[config.mk]
export PLATFORM = sky130hd
export DESIGN_NAME = riscv_mem_arbiter
export DESIGN_NICKNAME = d
export VERILOG_FILES = /design/src/rtl/riscv_mem_arbiter.sv
export SDC_FILE = /design/constraint.sdc
export NUM_CORES = 1
export LEC_CHECK = 0
export ABC_AREA = 0
export BUFFER_PORTS_ARGS = -buffer_cell sky130_fd_sc_hd__buf_2
export CAP_MARGIN = 20
export CORE_AREA = 2 2 100 102
export DETAILED_ROUTE_END_ITERATION = 10
export DIE_AREA = 0 0 102 104
export PLACE_DENSITY = 0.72
export RECOVER_POWER = 25
export SYNTH_ARGS = -nofsm -noshare
export SYNTH_HDL_FRONTEND = slang
export SYNTH_SLANG_ARGS = --single-unit
[constraint.sdc]
create_clock -name clock -period 2.6 [get_ports clock]
set_clock_uncertainty 0.1 [all_clocks]
set_input_delay 0 -clock clock [delete_from_list [all_inputs] [get_ports clock]]
set_output_delay 0 -clock clock [all_outputs]
set_load 0.1 [all_outputs]
[src/rtl/riscv_mem_arbiter.sv]
// ============================================================================
//  Module      : riscv_mem_arbiter
//  Description : Shares one single-port synchronous word RAM between the
//                instruction-fetch and load/store ports of the core.
//  Revision    : 1.0 - initial release
// ============================================================================
`default_nettype none

module riscv_mem_arbiter #(
    parameter int AW           = 10,
    parameter int STARVE_LIMIT = 4
) (
    input  logic          clock,
    input  logic          rst,
    input  logic          if_req,
    input  logic [31:0]   if_addr,
    output logic          if_ready,
    output logic          if_valid,
    output logic [31:0]   if_rdata,
    output logic          if_err,
    input  logic          dm_req,
    input  logic          dm_we,
    input  logic [31:0]   dm_addr,
    input  logic [31:0]   dm_wdata,
    input  logic [3:0]    dm_wstrb,
    output logic          dm_ready,
    output logic          dm_valid,
    output logic [31:0]   dm_rdata,
    output logic          dm_err,
    output logic          mem_en,
    output logic [3:0]    mem_we,
    output logic [AW-1:0] mem_addr,
    output logic [31:0]   mem_wdata,
    input  logic [31:0]   mem_rdata
);

    localparam logic [1:0] c_OWN_NONE   = 2'd0;
    localparam logic [1:0] c_OWN_IF     = 2'd1;
    localparam logic [1:0] c_OWN_DM     = 2'd2;
    localparam logic [3:0] c_STARVE_MAX = 4'(STARVE_LIMIT);

    logic [3:0]    r_starve_cnt;
    logic [1:0]    r_resp_owner;
    logic          r_resp_err;
    logic          r_resp_store;
    logic [AW-1:0] r_mem_addr;
    logic [31:0]   r_mem_wdata;

    logic w_if_fault;
    logic w_dm_fault;
    logic w_starved;
    logic w_if_win;
    logic w_if_issue;
    logic w_dm_issue;

    // Anything at or above 4*2^AW has a nonzero bit above the word index.
    assign w_if_fault = (if_addr[1:0] != 2'b00) || (|if_addr[31:AW+2]);
    assign w_dm_fault = (dm_addr[1:0] != 2'b00) || (|dm_addr[31:AW+2]) ||
                        (dm_we && (dm_wstrb == 4'b0000));

    assign w_starved = (r_starve_cnt == c_STARVE_MAX);
    assign w_if_win  = if_req && (!dm_req || w_starved);

    always_comb begin
        if_ready   = !rst && w_if_win;
        dm_ready   = !rst && dm_req && !w_if_win;
        w_if_issue = if_ready && !w_if_fault;
        w_dm_issue = dm_ready && !w_dm_fault;
        mem_en     = w_if_issue || w_dm_issue;
        mem_we     = 4'b0000;
        mem_addr   = r_mem_addr;
        mem_wdata  = r_mem_wdata;
        if (w_dm_issue) begin
            mem_addr = dm_addr[AW+1:2];
            if (dm_we) begin
                mem_we    = dm_wstrb;
                mem_wdata = dm_wdata;
            end
        end else if (w_if_issue) begin
            mem_addr = if_addr[AW+1:2];
        end
    end

    always_ff @(posedge clock) begin
        if (rst) begin
            r_starve_cnt <= 4'd0;
            r_resp_owner <= c_OWN_NONE;
            r_resp_err   <= 1'b0;
            r_resp_store <= 1'b0;
            r_mem_addr   <= '0;
            r_mem_wdata  <= 32'd0;
        end else begin
            r_mem_addr  <= mem_addr;
            r_mem_wdata <= mem_wdata;
            if (!if_req || if_ready)
                r_starve_cnt <= 4'd0;
            else if (!w_starved)
                r_starve_cnt <= r_starve_cnt + 4'd1;
            if (if_ready) begin
                r_resp_owner <= c_OWN_IF;
                r_resp_err   <= w_if_fault;
                r_resp_store <= 1'b0;
            end else if (dm_ready) begin
                r_resp_owner <= c_OWN_DM;
                r_resp_err   <= w_dm_fault;
                r_resp_store <= dm_we;
            end else begin
                r_resp_owner <= c_OWN_NONE;
                r_resp_err   <= 1'b0;
                r_resp_store <= 1'b0;
            end
        end
    end

    // RAM data is only forwarded for a clean read; faults and store acks return 0.
    always_comb begin
        if_valid = (r_resp_owner == c_OWN_IF);
        dm_valid = (r_resp_owner == c_OWN_DM);
        if_err   = if_valid && r_resp_err;
        dm_err   = dm_valid && r_resp_err;
        if_rdata = (if_valid && !r_resp_err) ? mem_rdata : 32'd0;
        dm_rdata = (dm_valid && !r_resp_err && !r_resp_store) ? mem_rdata : 32'd0;
    end

endmodule

`default_nettype wire

After elaboration in Yosys (flattened, before gate mapping)

Cells that the tools add are included.

Bits in registers: 50
Logic and storage cells: 58

Muxes and demuxes: 12
Eq/ne operators: 3
Add/subtract/negate cells: 1
Bitwise operators: 1
Reduce and logical (&&, ||, !) cells: 34

Operators by type and width:

| operator            | number |
|---|---|
| $mux 32             | 4 |
| $reduce_or 20->1    | 2 |
| $mux 10             | 2 |
| $logic_and 1x1->1   | 12 |
| $logic_not 1->1     | 8 |
| $mux 4              | 2 |
| $logic_or 1x1->1    | 6 |
| $add 4x1->4 const B | 1 |
| $eq 4x3->1 const B  | 1 |
| $logic_not 4->1     | 1 |
| $reduce_bool 2->1   | 2 |
| $reduce_or 2->1     | 2 |
| $mux 1              | 3 |
| $reduce_or 3->1     | 1 |
| $eq 2x1->1 const B  | 1 |
| $eq 2x2->1 const B  | 1 |
| $mux 2              | 1 |
| $not 1->1           | 1 |

Depth between registers and ports, before layout

Gate-level depths: netlist of run 1.

Word-level depth: 7
Depth in mapped cells: 8

Worst setup path before layout of run 1

Ideal clock, no wire load.

Kind: flip-flop to output port
Start point: reg r_starve_cnt[0]
End point: out mem_addr[9]
Slack: -0.991 ns
Stages on the path, launching flop included: 9
Data required time: 2.500 ns
Arrival time: 3.491 ns
Path buffers: 1
Cells stage by stage: dfxtp_1 inv_1 ha_1 nand4b_1 nand2_1 inv_1 nand3_1 buf_2 a31oi_1

Longest elaborated chain between the ends: 7
Elaborated cells between the ends (all ways): 10

Ends and longest elaborated chain:

| item                     | line | source |
|---|---|---|
| start: declaration       | 42   | `logic [3:0] r_starve_cnt;` |
| start signal: assignment | 98   | `r_starve_cnt <= r_starve_cnt + 4'd1;` |
| $eq 4x3->1               | 61   | `assign w_starved = (r_starve_cnt == c_STARVE_MAX);` |
| $logic_or 1x1->1         | 62   | `assign w_if_win = if_req && (!dm_req \|\| w_starved);` |
| $logic_and 1x1->1        | 62   |  |
| $logic_not 1->1          | 66   | `dm_ready = !rst && dm_req && !w_if_win;` |
| $logic_and 1x1->1        | 66   |  |
| via dm_ready             | 26   | `output logic dm_ready,` |
| $logic_and 1x1->1        | 68   | `w_dm_issue = dm_ready && !w_dm_fault;` |
| $mux 10                  | 73   | `if (w_dm_issue) begin` |
| end: declaration         | 32   | `output logic [AW-1:0] mem_addr,` |

The timed path passes the listed nets, and every way through them passes these cells.

Worst setup path in the final report of run 1

Start point: reg r_starve_cnt[0]
End point: out mem_wdata[0]

Longest elaborated chain between the ends: 7

Ends and longest elaborated chain:

| item              | line | source |
|---|---|---|
| $eq 4x3->1        | 61   |  |
| $logic_or 1x1->1  | 62   |  |
| $logic_and 1x1->1 | 62   |  |
| $logic_not 1->1   | 66   |  |
| $logic_and 1x1->1 | 66   |  |
| $logic_and 1x1->1 | 68   |  |
| $mux 32           | 73   |  |
| end: declaration  | 33   | `output logic [31:0] mem_wdata,` |

Every way passes these cells.

==> results of run 1 <==
-- logic make-up after synthesis --
logic type               after synthesis  synth area share [%]
AO/OA/AOI/OAI                         50                  10.4
XOR/XNOR                               1                 0.260
adder cells (fa/ha/maj)                2                 0.742
buffers and inverters                 34                  4.93
flip-flops                            50                  29.7
multiplexers                          56                  20.9
AND/OR/NAND/NOR                      164                  33.0
-- worst max-delay path, stage by stage, from the launching register on --
cell	delay, ps
dfxtp_2	360
inv_1	50
ha_1	230
nand4b_1	170
nand2_2	130
nor4_4	240
buf_6	170
buf_12	170
mux2_2	370
buf_6	190
-- flip-flops by register name, summed over array words and instances, names as in the netlist --
name and flops:
r_mem_wdata 32, r_resp_store 1, r_mem_addr 10, r_resp_err 1, r_resp_owner 2, r_starve_cnt 4
-- area by class of cell --
type / count / share of cell area [%]
Clock inverter: 2 / 0.256
Inverter: 9 / 0.590
Clock buffer: 6 / 1.30
Timing Repair Buffer: 312 / 42.0
Tap cell: 133 / 2.61
Multi-Input combinational cell: 273 / 37.4
Sequential cell: 50 / 15.8
Antenna cell: 2 / 0.0786
-- power groups by stage --
| stage | Sequential [mW] | Clock [mW] | Combinational (mW) |
|---|---|---|---|
| floorplan | 0.790 | 0 | 0.285 |
| global placement | 0.790 | 0 | 0.483 |
| detailed placement | 0.791 | 0 | 0.490 |
| CTS | 0.773 | 0.512 | 0.543 |
| global route | 0.774 | 0.537 | 0.573 |
| finish | 0.773 | 0.493 | 0.547 |
-- what timing repair did --
item,CTS,global route
hold buffers,45,0
resized for setup,33,32
setup buffers,1,1
hold endpoints to repair,48,0
endpoints found under the setup margin,27,29
gates cloned,1,0
pin swaps,1,2
-- layer usage --
layer  global-route usage [%]  part of all wire (%)  vias to the layer above
met3                     4.70                   7.2                       38
li1                         -                     -                     1882
met4                     10.4                   3.7                        0
met1                     22.9                    34                     1883
met5                        0                     0                        -
met2                     45.1                    55                      210
-- through the flow --
stage / hold WS (ps) / setup WS [ps] / utilization (%) / TNS [ps] / area [um2]
after floorplan: -3.97 / -66.8 / - / -66.8 / 3540
final: 23.0 / 104 / 66.7 / 0 / 6370
after global routing: 29.1 / -31.4 / 66.7 / -214 / 6370
after CTS: 22.2 / 29.6 / 65.9 / 0 / 6290
after global placement: 141 / 326 / 58.7 / 0 / 5600
after detailed placement: 143 / 215 / 58.7 / 0 / 5600
-- worst min path at each step --
| stage | start | endpoint | slack, ps |
|---|---|---|---|
| after floorplan | dm_req | r_resp_owner[0]$_SDFF_PP0_ | -4 |
| after global placement | dm_wdata[28] | r_mem_wdata[28]$_SDFF_PP0_ | 140 |
| after detailed placement | dm_wdata[0] | r_mem_wdata[0]$_SDFF_PP0_ | 140 |
| after CTS | rst | r_starve_cnt[0]$_SDFFE_PP0N_ | 20 |
| after global routing | rst | r_starve_cnt[1]$_SDFFE_PP0N_ | 30 |
| final | rst | r_starve_cnt[1]$_SDFFE_PP0N_ | 20 |
-- layout by cell type, fill, tap and decap left out, drive strengths merged, types with 2 or more instances in the layout --
| master | n |
|---|---|
| nor2 | 4 |
| nand3 | 14 |
| nand2 | 5 |
| and2 | 70 |
| ha | 2 |
| dlygate4sd3 | 45 |
| diode | 2 |
| nand4 | 7 |
| mux2 | 56 |
| nor3 | 2 |
| a211oi | 2 |
| inv | 9 |
| buf | 267 |
| a31oi | 10 |
| clkinvlp | 2 |
| nor2b | 32 |
| dfxtp | 50 |
| nor4 | 21 |
| o211a | 2 |
| a311oi | 10 |
| o21ai | 11 |
| clkbuf | 6 |
| o31ai | 4 |
| and4 | 2 |
| nor3b | 2 |
| a21oi | 7 |
| o211ai | 3 |
==> metrics.yaml, run 1 <==
status:
  status: "complete, no violations"
worst_setup_path:
  r2r_cells: 8
  critPathCapture: "mem_wdata[0]"
  crit_path_max_fanout: 14
  r2r_end: "r_mem_wdata[1]$_SDFF_PP0_"
  crit_path_start_kind: "flop"
  crit_path_start: "r_starve_cnt[0]$_SDFFE_PP0N_"
  r2r_setup_slack_ps: 390
  endpoint_kind: "primary output"
  crit_required_ps: 2500
  path_class: "reg -> out"
  arrival_ps: 2400
  rr_startpoint: "r_starve_cnt[0]$_SDFFE_PP0N_"
floorplan:
  chipWidth_um: 102
  coreArea_um2: 9550
  initial_core_util_pct: 35.3
  rows: 36
  die_y_um: 104
  ios: 254
  die-area_um2: 10600
timing:
  min_period_ps: 2500
  slew_viol_final: 0
  fin_crit_sh_pct: 96.0
  tightest_slew_ps: 665
  clock.fmax_mhz: 401
  rsz0062_at_grt: "true"
  timing.slew.headroom_pct: 55.3
  setup_violations: 0
  hold_viol: 0
pwr:
  share_seq_of_total_power_pct: 42.6
  p_sw_mw: 0.625
  switching_share_pct: 34.5
  leakage_nw: 2.92
  p_int_mw: 1.19
  combPwrFrac_pct: 30.2
  p_clk_share_pct: 27.2
  power_mw: 1.81
  p_per_area_nw_per_um2: 285
  ir_drop_uv: 228
logic_synthesis:
  ys_seq_elements: 50
  synthTopCellsByCount: "70 x and2_1, 50 x dfxtp_1, 36 x mux2_2"
  synth_nets: 496
  synth-edff-count: 0
  syn_area_per_cell_um2: 9.45
  syn_area_um2: 3370
  yosys_warnings: 0
  yosys.area.top_type: "dfxtp_1"
  seq_area_frac_synth_pct: 29.7
  async_flop_share_pct: 0
  synth_cells: 357
  synth_area_leaders: "dfxtp_1 30%, and2_1 13%, mux2_2 12%"
  yosysUniqueCellTypes: 39
  ys.flop_type: "dfxtp_1"
  post-synth-top-count-cell: "and2_1"
  post-synth-top-area-fraction_pct: 29.7
worst_hold_path:
  holdPathStages: 4
  holdCritPathClass: "in -> reg"
grt:
  grt_max_degree: 33
  grt_overflow: 0
  grt_pass1_wl_um: 19700
  grt_pass1_vias: 4117
  antenna_found_initial: 2
  grt_usage_pct: 23.2
layout:
  fin_nets: 790
  n_fill_cell: 755
  multi_input_area_um2: 2380
  layout-drive-gt1-share_pct: 55.1
  syn_to_final_growth_pct: 88.7
  stdcell_count: 787
  regArea_um2: 1000
detailed_routing:
  viasPerCell: 5.10
  wl_per_cell_um: 16.8
  ant_nets: 0
  drc: 0
  wl_um: 13200
  vias: 4013
  drt_iter0_markers: 153
  firstDrtPassIters: 4
placed_design:
  dp_cells: 729
  dpl.hpwl_um: 9490
  io_buffers: 253
  gp_congestion: 0.814
clock_network:
  clock_latency_ps: 300
  cts.clk_slew.worst_paths_ps: 100
  clock-sinks: 50
  htreeDepth: 2
  root_buffer: "clkbuf_8"
  numCtsBuffers: 5
  cts_tree: "built"
  clockBufferDepth: 2
job:
  drv.max_cap_violation_count: 0
Note: power is estimated with default switching activity, not from simulation.
==> run 2: changes to the inputs <==
--- a/config.mk
+++ b/config.mk
@@ -8,10 +8,10 @@
 export ABC_AREA = 0
 export BUFFER_PORTS_ARGS = -buffer_cell sky130_fd_sc_hd__buf_2
 export CAP_MARGIN = 20
-export CORE_AREA = 2 2 100 102
+export CORE_AREA = 2 2 99 101
 export DETAILED_ROUTE_END_ITERATION = 10
-export DIE_AREA = 0 0 102 104
-export PLACE_DENSITY = 0.72
+export DIE_AREA = 0 0 101 103
+export PLACE_DENSITY = 0.77
 export RECOVER_POWER = 25
 export SYNTH_ARGS = -nofsm -noshare
 export SYNTH_HDL_FRONTEND = slang
==> constraint.sdc (replaced) <==
create_clock -name clock -period 2.2 [get_ports clock]
set_clock_uncertainty 0.1 [all_clocks]
set_input_delay 0 -clock clock [delete_from_list [all_inputs] [get_ports clock]]
set_output_delay 0 -clock clock [all_outputs]
set_load 0.1 [all_outputs]
==> metrics.yaml, run 2 (same netlist as run 1, synthesis figures left out) <==
status:
  status: "finished, violations left"
  violations: "negative setup slack"
layout:
  layout-drive-gt1-share_pct: 67.3
  fin_nets: 804
  fin_util_pct: 75.8
  regMostFlops: "r_mem_wdata"
  final_common_cell: "buf_2"
  final_cell_mix: "174 x buf_2, 80 x buf_12, 62 x and2_2"
  syn_to_final_growth_pct: 113
  largest_register_ffs: 32
  stdcell_count: 790
  top_regs: "r_mem_wdata (32), r_mem_addr (10), r_starve_cnt (4)"
grt:
  grt_overflow: 0
  grt_pass1_vias: 4298
  grt_max_degree: 33
  grt_usage_pct: 28.4
  antenna_found_initial: 10
  grt_pass1_wl_um: 22700
timing:
  fin_ws_ps: -96.0
  clock.fmax_mhz: 436
  min_period_ps: 2300
  setup_violations: 38
  hold_viol: 0
  hold_ws_ps: 3.66
  fin_crit_sh_pct: 104
  slew_viol_final: 0
  rsz0062_at_grt: "true"
  tightest_slew_ps: 604
  timing.slew.headroom_pct: 59.3
clock_network:
  root_buffer: "clkbuf_8"
  numCtsBuffers: 5
  clock_latency_ps: 300
  htreeDepth: 2
  cts.clk_slew.worst_paths_ps: 100
  clockBufferDepth: 2
  clock-sinks: 50
  cts_tree: "built"
detailed_routing:
  vias: 4131
  wl_per_cell_um: 20.4
  drc: 0
  wl_um: 16100
  ant_nets: 0
  viasPerCell: 5.23
  drt_iter0_markers: 108
  firstDrtPassIters: 4
worst_setup_path:
  crit_path_top_delay_cell: "dfxtp_2"
  worstPathCellList: "inv_2 -> ha_4 -> nand4b_1 -> nand2_2 -> nor4_4 -> buf_4 -> clkbuf_16 -> mux2_4 -> buf_12"
  path_class: "reg -> out"
  crit_path_max_fanout: 7
  r2r_cells: 9
  endpoint_kind: "primary output"
  arrival_ps: 2200
  r2r_setup_slack_ps: 70
  max_stage_delay_ps: 360
  crit_path_start_kind: "flop"
  crit_required_ps: 2100
placed_design:
  io_buffers: 253
  dp_cells: 716
  gp_congestion: 0.927
  dpl_worst_slack_ps: 72.8
  dpl.hpwl_um: 11100
pwr:
  leakage_nw: 3.21
  p_per_area_nw_per_um2: 318
  ir_drop_uv: 347
floorplan:
  initial_core_util_pct: 35.7
  chipWidth_um: 101
  die-area_um2: 10400
  rows: 36
  ios: 254
  die_y_um: 103
  coreArea_um2: 9460
worst_hold_path:
  holdCritPathClass: "in -> reg"
  holdPathStages: 3
job:
  drv.max_cap_violation_count: 0
## run 2: cell count changes in the layout (fill, tap and decap cells not counted), sizes merged
cell | previous run | this run
dlygate4sd3 | 45 | 48
buf | 267 | 277
bufinv | 0 | 1
diode | 2 | 10
## run 2: per-layer routing
layer | track usage (%) | vias up | share of wire [%]
li1 | - | 1915 | -
met1 | 27.1 | 1973 | 34
met2 | 54.9 | 203 | 55
met3 | 8.54 | 38 | 7.3
met4 | 14.4 | 2 | 3.7
met5 | 0 | - | 0.068
## run 2: final cells by class
type | count | area, um2
clock buffer | 5 | 68.8
fill | 614 | 2290
timing repair buffer | 326 | 3190
antenna | 10 | 25.0
inverter | 9 | 40.0
multi-input combinational | 273 | 2660
tap | 114 | 143
clock inverter | 3 | 48.8
sequential | 50 | 1000
## run 2: where the power goes
part	internal, mW	total, mW	switching, mW
clock network	0.347	0.688	0.341
logic	0.250	0.680	0.430
registers	0.909	0.914	0.00423
## run 2: final timing paths
check / startpoint / end
max reg2reg: r_starve_cnt[1]$_SDFFE_PP0N_ / r_mem_wdata[8]$_SDFF_PP0_
min: if_addr[10] / r_mem_addr[8]$_SDFF_PP0_
min reg2reg: r_mem_wdata[24]$_SDFF_PP0_ / r_mem_wdata[24]$_SDFF_PP0_
max: r_starve_cnt[1]$_SDFFE_PP0N_ / mem_wdata[1]
## run 2: metrics by stage
step,TNS [ps],power [mW],instance area (um2)
finish,-2560,2.28,7170
global placement,0,1.52,6000
CTS,-3580,2.27,6940
global route,-6820,2.37,7160
detailed placement,0,1.53,6000
floorplan,-3070,1.28,3740
## run 2: critical path: cells and delay by family, from the launching register on
kind | cells | cell delay, ps
buf+inv | 4 | 590
simple gates | 3 | 450
fa+ha+maj | 1 | 160
flops | 1 | 360
mux | 1 | 330
## run 2: timing repair
action / 4_1_cts / 5_1_grt
setup buffers: 6 / 2
hold buffers: 46 / 2
endpoints found under the hold margin: 47 / 2
pin swaps: 3 / 3
resized for setup: 79 / 38
cloned: 2 / 1
endpoints found under the setup margin: 41 / 49
==> run 3: changes to the inputs <==
--- a/config.mk
+++ b/config.mk
@@ -8,10 +8,10 @@
 export ABC_AREA = 0
 export BUFFER_PORTS_ARGS = -buffer_cell sky130_fd_sc_hd__buf_2
 export CAP_MARGIN = 20
-export CORE_AREA = 2 2 99 101
+export CORE_AREA = 2 2 100 102
 export DETAILED_ROUTE_END_ITERATION = 10
-export DIE_AREA = 0 0 101 103
-export PLACE_DENSITY = 0.77
+export DIE_AREA = 0 0 102 104
+export PLACE_DENSITY = 0.72
 export RECOVER_POWER = 25
 export SYNTH_ARGS = -nofsm -noshare
 export SYNTH_HDL_FRONTEND = slang
==> constraint.sdc (replaced) <==
create_clock -name clock -period 2.5 [get_ports clock]
set_clock_uncertainty 0.1 [all_clocks]
set_input_delay 0 -clock clock [delete_from_list [all_inputs] [get_ports clock]]
set_output_delay 0 -clock clock [all_outputs]
set_load 0.1 [all_outputs]
==> metrics.yaml, run 3 (same netlist as run 1, synthesis figures left out) <==
pwr:
  p_per_area_nw_per_um2: 307
  power_mw: 1.96
  ir_drop_uv: 245
  leakage_nw: 2.94
timing:
  timing.slew.headroom_pct: 60.2
  clock.fmax_mhz: 414
  rsz0062_at_grt: "true"
  fin_crit_sh_pct: 96.6
  fin_ws_ps: 85.7
  tightest_slew_ps: 591
  min_period_ps: 2410
  setup_violations: 0
  hold_viol: 0
  slew_viol_final: 0
grt:
  grt_pass1_wl_um: 19900
  grt_overflow: 0
  grt_max_degree: 33
  antenna_found_initial: 0
  grt_usage_pct: 23.2
  grt_pass1_vias: 4075
detailed_routing:
  wl_per_cell_um: 16.4
  wl_um: 12900
  drc: 0
  firstDrtPassIters: 4
  viasPerCell: 5.02
  drt_iter0_markers: 152
  ant_nets: 0
  vias: 3935
placed_design:
  dpl_worst_slack_ps: 108
  io_buffers: 253
  gp_congestion: 0.825
  dp_cells: 728
  dpl.hpwl_um: 9510
worst_hold_path:
  holdCritPathClass: "in -> reg"
  holdPathStages: 2
floorplan:
  initial_core_util_pct: 35.3
  die_y_um: 104
  ios: 254
  die-area_um2: 10600
  rows: 36
  coreArea_um2: 9550
  chipWidth_um: 102
layout:
  final_cell_mix: "176 x buf_2, 70 x and2_1, 48 x buf_12, 48 x dfxtp_1, 45 x dlygate4sd3_1"
  final_common_cell: "buf_2"
  stdcell_count: 784
  antennaDiodeCount: 0
  fin_nets: 790
  layout-drive-gt1-share_pct: 55.3
  multi_input_area_um2: 2330
  regMostFlops: "r_mem_wdata"
  regArea_um2: 1000
  syn_to_final_growth_pct: 89.4
  largest_register_ffs: 32
  n_fill_cell: 723
  top_regs: "r_mem_wdata (32), r_mem_addr (10), r_starve_cnt (4)"
worst_setup_path:
  arrival_ps: 2310
  path_common_cell: "buf_6"
  r2r_cells: 8
  crit_path_max_fanout: 7
  worstPathCellList: "inv_1 -> ha_2 -> nand4b_1 -> nand2_2 -> nor4_4 -> buf_6 -> clkbuf_16 -> mux2_2 -> buf_6"
  critical_path.top_delay_family: "buffers and inverters"
  cp.depth: 9
  crit_path_top_delay_cell: "dfxtp_2"
  path_class: "reg -> out"
  crit_path_start_kind: "flop"
  max_stage_delay_ps: 360
  crit_required_ps: 2400
  endpoint_kind: "primary output"
  path_buf_inv: 4
clock_network:
  numCtsBuffers: 5
  cts_tree: "built"
  clock_latency_ps: 290
  root_buffer: "clkbuf_8"
  clock-sinks: 50
  clockBufferDepth: 2
  htreeDepth: 2
  cts.clk_slew.worst_paths_ps: 90
status:
  status: "complete, no violations"
job:
  drv.max_cap_violation_count: 0
==> run 3: routing by layer <==
layer | vias to the layer above | global-route usage, % | share of wire [%]
li1 | 1873 | - | -
met4 | 0 | 7.05 | 2.3
met2 | 180 | 43.9 | 54
met3 | 25 | 5.71 | 8.2
met1 | 1857 | 24.7 | 35
met5 | - | 0 | 0
==> run 3: what timing repair did <==
action / CTS / global route
hold endpoints to repair: 48 / 0
gates resized for setup: 45 / 30
endpoints found under the setup margin: 27 / 47
pin swaps: 2 / 1
setup buffers: 2 / 0
hold buffers: 45 / 0
gates cloned: 1 / 1
==> run 3: final cells by class <==
class                      count  area share (%)
clock buffer                   6            1.29
multi-input combinational    273            36.4
clock inverter                 1           0.470
timing repair buffer         312            42.9
inverter                       9           0.587
tap                          133            2.60
sequential                    50            15.7
==> run 3: worst paths after layout <==
| kind | startpoint | to | slack [ps] |
|---|---|---|---|
| setup reg to reg | r_starve_cnt[0]$_SDFFE_PP0N_ | r_mem_wdata[0]$_SDFF_PP0_ | 230 |
| hold reg to reg | r_starve_cnt[0]$_SDFFE_PP0N_ | r_starve_cnt[0]$_SDFFE_PP0N_ | 340 |
| setup / recovery | r_starve_cnt[0]$_SDFFE_PP0N_ | mem_wdata[29] | 90 |
| hold / removal | rst | r_resp_err$_SDFF_PP0_ | 20 |
==> run 3: metrics by stage <==
step	utilization [%]	area [um2]	hold WS (ps)	setup TNS (ps)
after floorplan	-	3470	-3.97	-1970
after global placement	57.9	5530	138	0
after detailed placement	57.9	5530	144	0
after CTS	65.5	6260	6.83	0
after global routing	66.9	6390	19.8	-15.3
final	66.9	6390	22.9	0
==> run 3: worst reg2reg max path, stage by stage (launching register included) <==
cell        delay [ps]
dfxtp_2            360
inv_1               50
ha_2               200
nand4b_1           140
nand2_2            100
buf_4              190
clkinvlp_4         100
nand4_4            430
mux2_2             490
==> run 3: report_power, final <==
part | internal, mW | switching (mW) | leakage (nW)
Sequential | 0.800 | 0.00386 | 0.404
Clock | 0.321 | 0.268 | 0.0573
Combinational | 0.205 | 0.363 | 2.48
